## config.mk

```make
export PLATFORM = sky130hd
export DESIGN_NAME = adc_unpack_reader
export DESIGN_NICKNAME = d
export VERILOG_FILES = /design/src/rtl/adc_pkg.sv /design/src/rtl/gray_ptr_sync.sv /design/src/rtl/adc_unpack_reader.sv
export SDC_FILE = /design/constraint.sdc
export NUM_CORES = 1
export LEC_CHECK = 0
export ABC_AREA = 0
export CAP_MARGIN = 20
export CORE_UTILIZATION = 43
export CTS_BUF_LIST = sky130_fd_sc_hd__clkbuf_8
export CTS_CLUSTER_SIZE = 24
export DETAILED_ROUTE_END_ITERATION = 8
export PLACE_DENSITY_LB_ADDON = 0.3
export SLEW_MARGIN = 20
export SYNTH_ARGS = -nofsm -noshare
export SYNTH_HDL_FRONTEND = slang
export SYNTH_SLANG_ARGS = --single-unit
export TNS_END_PERCENT = 1
```

## constraint.sdc

```tcl
create_clock -name i_50clk -period 4.16 [get_ports i_50clk]
set_input_delay 1.248 -clock i_50clk [delete_from_list [all_inputs] [get_ports i_50clk]]
set_output_delay 1.248 -clock i_50clk [all_outputs]
set_load 0.02 [all_outputs]
```

## src/rtl/adc_pkg.sv

```systemverilog
// Shared constants and types for the ADC BRAM unpack reader.
package adc_pkg;
  localparam int unsigned SAMPLE_W   = 14;
  localparam int unsigned LANE_W     = 16;
  localparam int unsigned LANES      = 4;
  localparam int unsigned ADDR_W_DEF = 14;

  typedef enum logic [1:0] {
    IDLE,
    WAIT,
    UNPACK
  } rd_state_t;
endpackage

```

## src/rtl/gray_ptr_sync.sv

```systemverilog
// Brings the Gray-coded write pointer into the read clock domain and
// converts it to binary.
module gray_ptr_sync #(
  parameter int unsigned ADDR_W      = 14,
  parameter int unsigned SYNC_STAGES = 2
) (
  input  logic              i_50clk,
  input  logic              i_nreset,
  input  logic [ADDR_W-1:0] i_ptr_gray,
  output logic [ADDR_W-1:0] o_ptr_bin
);
  logic [ADDR_W-1:0] sync_q [SYNC_STAGES];

  // Synchronizer chain; only one Gray bit changes per write so each stage is safe.
  always_ff @(posedge i_50clk or negedge i_nreset) begin
    if (!i_nreset) begin
      for (int unsigned i = 0; i < SYNC_STAGES; i++) sync_q[i] <= '0;
    end else begin
      sync_q[0] <= i_ptr_gray;
      for (int unsigned i = 1; i < SYNC_STAGES; i++) sync_q[i] <= sync_q[i-1];
    end
  end

  // Gray-to-binary: each binary bit is the XOR of all Gray bits at or above it.
  always_comb begin
    o_ptr_bin = '0;
    for (int unsigned i = 0; i < ADDR_W; i++)
      o_ptr_bin[i] = ^(sync_q[SYNC_STAGES-1] >> i);
  end
endmodule

```

## src/rtl/adc_unpack_reader.sv

```systemverilog
// Reads 64-bit words from the ADC capture BRAM and streams out the four
// 14-bit samples of each word, one per accepted handshake.
module adc_unpack_reader
  import adc_pkg::*;
#(
  parameter int unsigned ADDR_W      = ADDR_W_DEF,
  parameter int unsigned RD_LATENCY  = 2,
  parameter int unsigned SYNC_STAGES = 2
) (
  input  logic                i_50clk,
  input  logic                i_nreset,
  input  logic [ADDR_W-1:0]   i_wr_ptr_gray,
  input  logic                i_enable,
  output logic [ADDR_W-1:0]   o_rdaddress,
  input  logic [63:0]         i_q,
  output logic [SAMPLE_W-1:0] o_sample,
  output logic [1:0]          o_lane,
  output logic                o_valid,
  input  logic                i_ready,
  output logic [ADDR_W-1:0]   o_level,
  output logic                o_overrun
);
  localparam int unsigned CNT_W = $clog2(RD_LATENCY + 2);

  rd_state_t                          state, state_nxt;
  logic [ADDR_W-1:0]                  wr_bin, rd_ptr, level_q, rdaddr_q;
  logic [CNT_W-1:0]                   cnt;
  logic [1:0]                         lane;
  logic [LANES-1:0][SAMPLE_W-1:0]     hold;
  logic                               overrun_q;
  logic                               issue, capture, advance;
  logic                               unused_guard_bits;

  gray_ptr_sync #(
    .ADDR_W      (ADDR_W),
    .SYNC_STAGES (SYNC_STAGES)
  ) u_sync (
    .i_50clk    (i_50clk),
    .i_nreset   (i_nreset),
    .i_ptr_gray (i_wr_ptr_gray),
    .o_ptr_bin  (wr_bin)
  );

  // Next-state decode: when to launch a read, capture data and step lanes.
  always_comb begin
    state_nxt = state;
    issue     = 1'b0;
    capture   = 1'b0;
    advance   = 1'b0;
    case (state)
      IDLE: begin
        if (i_enable && level_q != '0) begin
          issue     = 1'b1;
          state_nxt = WAIT;
        end
      end
      WAIT: begin
        if (cnt == '0) begin
          capture   = 1'b1;
          state_nxt = UNPACK;
        end
      end
      UNPACK: begin
        if (i_ready) begin
          if (lane != 2'(LANES - 1)) begin
            advance = 1'b1;
          end else if (i_enable && level_q > ADDR_W'(1)) begin
            issue     = 1'b1;
            state_nxt = WAIT;
          end else begin
            state_nxt = IDLE;
          end
        end
      end
      default: state_nxt = IDLE;
    endcase
  end

  // State, pointers, hold register and status flags.
  always_ff @(posedge i_50clk or negedge i_nreset) begin
    if (!i_nreset) begin
      state     <= IDLE;
      rd_ptr    <= '0;
      rdaddr_q  <= '0;
      level_q   <= '0;
      cnt       <= '0;
      lane      <= '0;
      hold      <= '0;
      overrun_q <= 1'b0;
    end else begin
      state   <= state_nxt;
      level_q <= wr_bin - rd_ptr;
      if (issue) begin
        rdaddr_q <= rd_ptr;
        cnt      <= CNT_W'(RD_LATENCY);
      end else if (state == WAIT && cnt != '0) begin
        cnt <= cnt - 1'b1;
      end
      if (capture) begin
        for (int unsigned i = 0; i < LANES; i++)
          hold[i] <= i_q[LANE_W*i +: SAMPLE_W];
        rd_ptr <= rd_ptr + 1'b1;
        lane   <= '0;
      end else if (advance) begin
        lane <= lane + 1'b1;
      end
      if (!i_enable)
        overrun_q <= 1'b0;
      else if (level_q == '1)
        overrun_q <= 1'b1;
    end
  end

  // Guard bits [15:14] of every lane carry no sample data.
  always_comb begin
    unused_guard_bits = 1'b0;
    for (int unsigned i = 0; i < LANES; i++)
      unused_guard_bits = unused_guard_bits ^ (^i_q[LANE_W*i+SAMPLE_W +: LANE_W-SAMPLE_W]);
  end

  assign o_valid     = (state == UNPACK);
  assign o_sample    = hold[lane];
  assign o_lane      = lane;
  assign o_rdaddress = rdaddr_q;
  assign o_level     = level_q;
  assign o_overrun   = overrun_q;
endmodule
```

**Yosys cells after proc, flatten, opt, wreduce, memory -nomap -nowiden**

Cells that the tools add are included.

- Bits in read-only memories: 0
- Logic and storage cells: 76
- Bits in latches: 0
- Output and inout bits: 46
- Bits in writable memories: 0
- Memories: 0
- Register bits after elaboration: 133
- Bits of input ports: 82

- Reduce and logical (&&, ||, !) cells: 24
- Muxes and demuxes: 24
- Bitwise gates (word level): 0
- Add/subtract/negate cells: 4
- Multipliers: 0
- Order comparisons: 2
- Shift-type cells: 0
- Div/mod/pow operators: 0
- Eq/ne operators: 9

Operator list:

| kind | number |
|---|---|
| parity 14 bit | 14 |
| binary-select mux 14 bit (select 2 bit) | 1 |
| 2-to-1 mux 2 bit | 8 |
| adder 14 x 1 -> 14 bit (second input constant) | 1 |
| equality test 14 bit (second input constant) | 1 |
| greater-than comparator 14 x 1 -> 1 bit (second input constant) | 1 |
| 2-to-1 mux 14 bit | 1 |
| nonzero test 14 bit | 1 |
| subtractor 14 bit | 1 |
| 2-to-1 mux 1 bit | 12 |
| != test 2 bit (second input constant) | 4 |
| one-hot mux 2 bit (3 select lines) | 1 |
| nonzero test 2 bit | 3 |
| zero test 2 bit | 2 |
| != test 2 x 1 -> 1 bit (second input constant) | 2 |
| AND reduction 4 bit | 1 |
| logical AND 1 bit | 3 |
| less-than comparator 2 x 3 -> 1 bit (second input constant) | 1 |
| adder 2 x 1 -> 2 bit (second input constant) | 1 |
| equality test 2 x 1 -> 1 bit (second input constant) | 1 |
| equality test 2 bit (second input constant) | 1 |
| one-hot mux 1 bit (2 select lines) | 1 |
| subtractor 2 x 1 -> 2 bit (second input constant) | 1 |

**Logic depth before layout (Yosys ltp)**

Gate-level depths: netlist of run 1.

- Depth in word-level cells: 7
- Gate-level depth with buffers: 16
- Mapped depth without buffers: 16

**Cells and area by module**

Synthesis of run 1 repeated with hierarchy kept, for this count alone.

- Cell total of the unflattened synthesis: 560
- Area, all modules: 5994.5 um^2

Modules (own cells, without submodules):

| module | times used | cells an instance | area each (um^2) | seq. area each (um^2) |
|---|---|---|---|---|
| adc_unpack_reader | 1 | 508 | 4989.8 | 2627.5 |
| gray_ptr_sync | 1 | 52 | 1004.7 | 700.7 |

**Worst setup path after synthesis of run 1**

Ideal clock, no wire load.

- Kind: register to register
- From: reg u_sync.sync_q[13] in the netlist's numbering
- To: reg level_q[12] (netlist: o_level[12])
- Clock period less this slack: 3.510 ns
- Slack: 0.650 ns
- Required time: 4.080 ns
- Arrival time: 3.430 ns
- Library setup time: 0.080 ns
- Path buffers: 0
- Stages on the path, launching flop included: 17
- Path through: dfrtp_1 xor2_2 xnor2_2 xnor2_2 xor2_2 xnor2_1 xor2_1 xnor2_1 ha_1 fa_1 nor2b_1 o21a_1 o211ai_1 a21oi_1 a311o_1 a21oi_1 xnor2_1

- Cells in the longest elaborated chain, start to end: 2
- Elaborated cells between the ends (all ways): 14
- Classes of those cells: 1 x add/sub; 13 x reduce/logical

RTL lines:

| what | RTL line | source |
|---|---|---|
| from (decl) | gray_ptr_sync.sv:12 | `logic [ADDR_W-1:0] sync_q [SYNC_STAGES];` |
| parity 14 bit | gray_ptr_sync.sv:28 | `o_ptr_bin[i] = ^(sync_q[SYNC_STAGES-1] >> i);` |
| subtractor 14 bit * | adc_unpack_reader.sv:92 | `level_q <= wr_bin - rd_ptr;` |
| to (signal assigned) | adc_unpack_reader.sv:92 |  |
| to (decl) | adc_unpack_reader.sv:26 | `logic [ADDR_W-1:0] wr_bin, rd_ptr, level_q, rdaddr_q;` |

Mark *: on every way between the ends. The rest lies on a longest branch, timed or not.
A chain may end at the register's enable or synchronous reset.

**Worst setup path after layout of run 1**

Same ends and word-level chain as after synthesis.

==> results of run 1 <==
## synth_stat cells
cell | number | area, µm²
a311o_1 | 1 | 10.0
o21a_1 | 4 | 30.0
and2_1 | 1 | 6.26
xor2_1 | 9 | 78.8
inv_1 | 21 | 78.8
a211oi_1 | 1 | 7.51
a21oi_1 | 10 | 50.1
clkbuf_1 | 16 | 60.1
a31oi_1 | 1 | 6.26
mux4_2 | 14 | 315
buf_1 | 2 | 7.51
nor4_1 | 4 | 25.0
nand4_1 | 6 | 37.5
and3_1 | 1 | 6.26
mux2i_1 | 1 | 10.0
xnor2_1 | 33 | 289
nor2b_1 | 6 | 37.5
dfrtp_1 | 133 | 3330
nand3_1 | 4 | 20.0
a221oi_1 | 1 | 8.76
nor3_1 | 3 | 15.0
xor2_2 | 2 | 32.5
xnor2_2 | 2 | 32.5
o21ai_0 | 20 | 100
o21bai_1 | 1 | 7.51
o2111ai_1 | 1 | 8.76
and3b_1 | 2 | 17.5
nand3b_1 | 1 | 7.51
a2111oi_0 | 1 | 8.76
nand2_1 | 199 | 747
fa_1 | 1 | 20.0
ha_1 | 16 | 200
mux2_2 | 2 | 22.5
nor2_1 | 12 | 45.0
nand2b_1 | 2 | 12.5
o211ai_1 | 2 | 15.0
or3_1 | 1 | 6.26
a21o_1 | 1 | 7.51
o41ai_1 | 1 | 8.76
## path summary, 6_finish.rpt
check	startpoint	endpoint	slack (ns)	cells after the start
max in group asynchronous	i_nreset	hold[6]	2.50	2
min reg2reg	u_sync.sync_q[22]	u_sync.sync_q[8]	0.35	0
min	u_sync.sync_q[22]	u_sync.sync_q[8]	0.35	0
min in group asynchronous	i_nreset	o_rdaddress[2]	0.91	1
max reg2reg	u_sync.sync_q[13]	o_level[12]	0.32	16
max	u_sync.sync_q[13]	o_level[12]	0.32	16
## routing by layer
layer / track usage / up-vias
li1: - / 2009
met1: 0.228 / 1981
met2: 0.294 / 134
met3: 0.0700 / 18
met4: 0.0844 / 0
met5: 0 / -
## registers in the layout, indices dropped and copies added (netlist names), 2 cells and up
signal	count
u_sync.sync_q	28
o_lane	2
state	2
cnt	2
rd_ptr	14
o_level	14
hold	56
o_rdaddress	14
## power groups by stage
| stage | clock network, mW | logic [mW] | registers, mW |
|---|---|---|---|
| after detailed placement | 0 | 2.36 | 2.03 |
| after global routing | 1.13 | 2.62 | 2.06 |
| final | 1.04 | 2.37 | 2.00 |
| after floorplan | 0 | 1.45 | 2.04 |
| after global placement | 0 | 2.30 | 2.00 |
| after CTS | 1.07 | 2.38 | 2.01 |
## cell usage in the layout (no fill, tap or decap), drive strengths merged, types with 2 or more instances in the layout
master / n
clkinv: 6
clkdlybuf4s50: 118
mux4: 14
clkbuf: 21
nor2b: 6
buf: 7
bufinv: 2
mux2: 2
nand3: 4
clkinvlp: 2
xnor2: 35
o21a: 4
ha: 16
nor2: 12
o21ai: 20
and3b: 2
o211ai: 2
a21oi: 10
dfrtp: 133
nor3: 3
nand4: 6
inv: 22
xor2: 11
nand2b: 2
nand2: 199
nor4: 4
## final cells by class
cell class,instances,area share
sequential,133,0.441
inverter,21,0.0105
clock inverter,11,0.0144
multi-input combinational,367,0.303
tap,172,0.0285
timing repair buffer,126,0.165
clock buffer,20,0.0365
## cell families after synthesis
family	share of synthesized area
AND/OR/NAND/NOR	0.172
flip-flops	0.581
XOR/XNOR	0.0756
AO/OA/AOI/OAI	0.0470
buffers and inverters	0.0256
multiplexers	0.0607
adder cells (fa/ha/maj)	0.0384
## what timing repair did
action                                  4_1_cts  5_1_grt
resized for setup                             0        3
endpoints found under the hold margin         0        0
endpoints found under the setup margin        0        1
==> flow_summary.ini, run 1 <==
[place]
pre_cts_ws_ns = 0.302
place.gp.congestion = 0.891
io_buffer_count = 119
dp_hpwl_um = 8120
place_area_mm2 = 0.00713
dp.cells = 819

[timing]
fin_ws_ns = 0.319
hold_viol_final = 0
hold_slack_ns = 0.349
clock.fmax_ghz = 0.260
worst_pin_slew_ns = 0.948
rsz0062_at_grt = no
fin_skew_ns = 0.0123
fin_crit_sh = 0.923
finalSetupViolCount = 0
tns_ns = 0
final.min_clock_period_ns = 3.84
max-slew-margin-rel = 0.368
final_max_slew_viol_count = 0

[die]
ios = 128
initial_utilization = 0.447
die_h_um = 117
num_rows = 41
dieArea_mm2 = 0.0138
core_mm2 = 0.0128
die-width_um = 117

[global_routing]
overflow = 0
grt_pass1_vias = 4251
grt_pass1_wl_um = 20100
grt_usage = 0.187
antenna_found_initial = 0
grt_start_max_net_pins = 121

[routing]
route.detailed.wl_per_inst_um = 14.0
met2WireLength_um = 5600
ant_nets = 0
routed_wl_um = 11900
wl_met1_um = 5170
drc = 0
vias_per_cell = 4.87
top_layer = met4
routed-via-count = 4142
dr.pass1.iters = 4
met3WireLength_um = 896
drt-initial-drc-count = 143

[pwr]
seqPwrFrac = 0.370
switchingPower_mw = 2.00
vdd_drop_max_mv = 0.525
combPwrFrac = 0.437
pwr-share-clk = 0.193
power.total_mw = 5.42
switching_share = 0.368
p_int_mw = 3.42
cellPowerDensity_mw_per_mm2 = 719
cellLeakagePower_nw = 3.42

[synthesis]
synth_cell_types = 39
synth-seq-cells = 133
yosysWarnings = 0
syn_nets = 638
synth_seq_area_share = 0.581
syn_inst = 539
syn_area_mm2 = 0.00573
avgSynthCellArea_um2 = 10.6

[setup_path]
critPathMaxFanout = 3
cp_slowest_cell = dfrtp_1
cp_top_family = XOR/XNOR gates
critPathKind = reg2reg
worstPathArrival_ns = 4.21
crit_buf_inv = 0
endpoint_kind = flop
slowest_delay_ns = 0.42
crit_chain = xor2_2 > xnor2_2 > xnor2_2 > xor2_2 > xnor2_2 > xor2_2 > xnor2_1 > ha_1 > fa_1 > nor2b_1 > o21a_1 > o211ai_1 > a21oi_1 > a311o_1 > a21oi_1 > xnor2_1
startpoint_type = flop
required_ns = 4.53

[cells_and_area]
register_area_mm2 = 0.00333
final_util = 0.588
area_delta_synth_final_pct = 31.7
layoutNonFillerInstCount = 850
drive_gt1_frac = 0.0914
fillers = 1074
n_antenna_cell = 0
fin_nets = 765
final_area_mm2 = 0.00754
multi_input_area_mm2 = 0.00229

[clock_network]
post_cts.repair.setup_buffers = 0
holdBufCountCts = 0
h-tree-depth = 4
clock-root-buffer = clkbuf_8
cts_made_buffers = 17
cts_tree = done
clk_latency_ns = 0.45
cts.path.max_buffers = 2
path_clk_slew_ns = 0.07
clkSinkCount = 133

[run]
maxCapViolations = 0

[min_path]
min_path_type = reg2reg

[run_status]
outcome = complete, no violations
Power figures use the tool's default switching activity.
==> run 2, diff against run 1 <==
--- a/config.mk
+++ b/config.mk
@@ -5,8 +5,7 @@
 export SDC_FILE = /design/constraint.sdc
 export NUM_CORES = 1
 export LEC_CHECK = 0
-export ABC_AREA = 0
-export CAP_MARGIN = 20
+export ABC_AREA = 1
 export CORE_UTILIZATION = 43
 export CTS_BUF_LIST = sky130_fd_sc_hd__clkbuf_8
 export CTS_CLUSTER_SIZE = 24
==> flow_summary.ini, run 2 <==
[timing]
max-slew-margin-rel = 0.476
final_max_slew_viol_count = 0
rsz0062_at_grt = no
fin_crit_sh = 0.884
worst_pin_slew_ns = 0.787
fin_skew_ns = 0.0136
hold_viol_final = 0
clock.fmax_ghz = 0.272
finalSetupViolCount = 0
final.min_clock_period_ns = 3.68
tns_ns = 0

[cells_and_area]
area_delta_synth_final_pct = 27.7
drive_gt1_frac = 0.0613
final_util = 0.564
final_cell_mix = 301 x nand2_1, 133 x dfrtp_1, 118 x clkdlybuf4s50_1, 59 x nor2_1, 55 x inv_1
fin_nets = 999
largest_reg_flops = 56
n_antenna_cell = 0
max_flop_register = hold
final_common_cell = nand2_1
fillers = 1361
top_regs = hold: 56 flops, u_sync.sync_q: 28 flops

[die]
ios = 128
initial_utilization = 0.442
die-width_um = 124
num_rows = 44
dieArea_mm2 = 0.0154
die_h_um = 124
core_mm2 = 0.0145

[pwr]
pwr-share-clk = 0.204
p_int_mw = 3.20
vdd_drop_max_mv = 0.394
seqPwrFrac = 0.377
switching_share = 0.399
cellPowerDensity_mw_per_mm2 = 648
combPwrFrac = 0.419
cellLeakagePower_nw = 4.00
switchingPower_mw = 2.12

[setup_path]
crit_chain = inv_1 > o21ai_0 > o22ai_1 > clkdlybuf4s50_1
endpoint = o_sample[1]
critPathKind = reg2out
r2r_slack_ns = 1.33
worstPathArrival_ns = 2.43
cp_slowest_cell = clkdlybuf4s50_1
critPathMaxFanout = 17
crit_path_start = o_lane[1]
startpoint_type = flop
r2r_end = o_level[12]
endpoint_kind = primary output
required_ns = 2.91
slowest_delay_ns = 0.65
worstReg2RegStart = u_sync.sync_q[9]
r2r_cells = 14

[routing]
drc = 0
dr.pass1.iters = 7
drt-initial-drc-count = 309
route.detailed.wl_per_inst_um = 13.0
routed-via-count = 5250
vias_per_cell = 4.79
routed_wl_um = 14200
ant_nets = 0

[synthesis]
synthTopCellsByCount = 301 x nand2_1, 133 x dfrtp_1, 59 x nor2_1
synth_cell_types = 30
yosysWarnings = 0
syn_nets = 878
syn_area_mm2 = 0.00642
synth_top_cell_by_area = dfrtp_1
synth-edff-count = 0
avgSynthCellArea_um2 = 8.24
synth-seq-cells = 133
async_flop_share = 1.00
synth_top_cell_area_share = 0.518
synth_most_common_cell = nand2_1
synth_area_leaders = dfrtp_1 52%, nand2_1 18%, xor2_1 3.7%
synth_top_flop_cell = dfrtp_1
synth_seq_area_share = 0.518
syn_inst = 779

[global_routing]
grt_pass1_vias = 4963
grt_pass1_wl_um = 24000
grt_usage = 0.198
grt_start_max_net_pins = 63
overflow = 0
antenna_found_initial = 0

[place]
place.gp.congestion = 0.856
dp_hpwl_um = 10700
io_buffer_count = 119

[run_status]
outcome = complete, no violations

[clock_network]
cts.path.max_buffers = 2
path_clk_slew_ns = 0.08
holdBufCountCts = 0
cts_made_buffers = 17
clock-root-buffer = clkbuf_8
ctsResizeCount = 0
h-tree-depth = 4
cts_tree = done
clk_latency_ns = 0.47
post_cts.repair.setup_buffers = 0
clkSinkCount = 133

[run]
maxCapViolations = 0

[min_path]
min_path_type = reg2reg
hold_start = u_sync.sync_q[16]
## run 2: cells by family after synthesis
group                    after synthesis  share of synthesized area
AO/OA/AOI/OAI                         72                     0.0602
XOR/XNOR                              45                     0.0625
adder cells (fa/ha/maj)               17                     0.0343
buffers and inverters                 80                     0.0483
flip-flops                           133                      0.518
AND/OR/NAND/NOR                      432                      0.276
## run 2: cell type report
type | count | area (µm²) | area share
Clock buffer | 18 | 248 | 0.0302
Clock inverter | 14 | 154 | 0.0188
Inverter | 57 | 214 | 0.0261
Multi-Input combinational cell | 566 | 2780 | 0.339
Sequential cell | 133 | 3330 | 0.406
Tap cell | 184 | 230 | 0.0281
Timing Repair Buffer | 125 | 1250 | 0.152
## run 2: power groups by stage
| stage | clock network [mW] | logic [mW] | registers [mW] |
|---|---|---|---|
| 4_1_cts | 1.11 | 2.24 | 2.00 |
| 2_1_floorplan | 0 | 1.34 | 2.04 |
| 6_report | 1.09 | 2.23 | 2.00 |
| 3_5_place_dp | 0 | 2.23 | 2.02 |
| 3_3_place_gp | 0 | 2.19 | 2.02 |
| 5_1_grt | 1.17 | 2.48 | 2.06 |
## run 2: how the worst min path moves through the flow
stage,end,slack [ns],cells after the start
3_5_place_dp,u_sync.sync_q[12],0.33,0
2_1_floorplan,u_sync.sync_q[0],0.33,0
6_report,u_sync.sync_q[2],0.34,0
5_1_grt,u_sync.sync_q[0],0.35,0
4_1_cts,u_sync.sync_q[13],0.35,0
3_3_place_gp,u_sync.sync_q[13],0.33,0
## run 2: through the flow
stage                     hold slack (ns)  instance area (µm²)  instances  setup WS, ns  power (mW)
after floorplan                     0.331                 6420        779          1.44        3.38
after global placement              0.334                 7800       1065          1.02        4.21
after detailed placement            0.335                 7800       1065          1.03        4.25
after CTS                           0.349                 8200       1097         0.510        5.35
after global routing                0.352                 8200       1097         0.329        5.71
final                               0.344                 8200       1097         0.481        5.32
## run 2: critical path, delay by kind of cell (launching register included)
family / cells / cell delay (ns)
buffers and inverters: 2 / 1.04
DFF: 1 / 0.55
AOI/OAI and AO/OA: 2 / 0.37
## run 2: metal layers
metal	GRT usage	up-vias	part of all wire
met1	0.274	2398	0.48
met4	0.0808	0	0.018
li1	-	2709	-
met3	0.0435	17	0.043
met2	0.302	126	0.46
met5	0	-	0
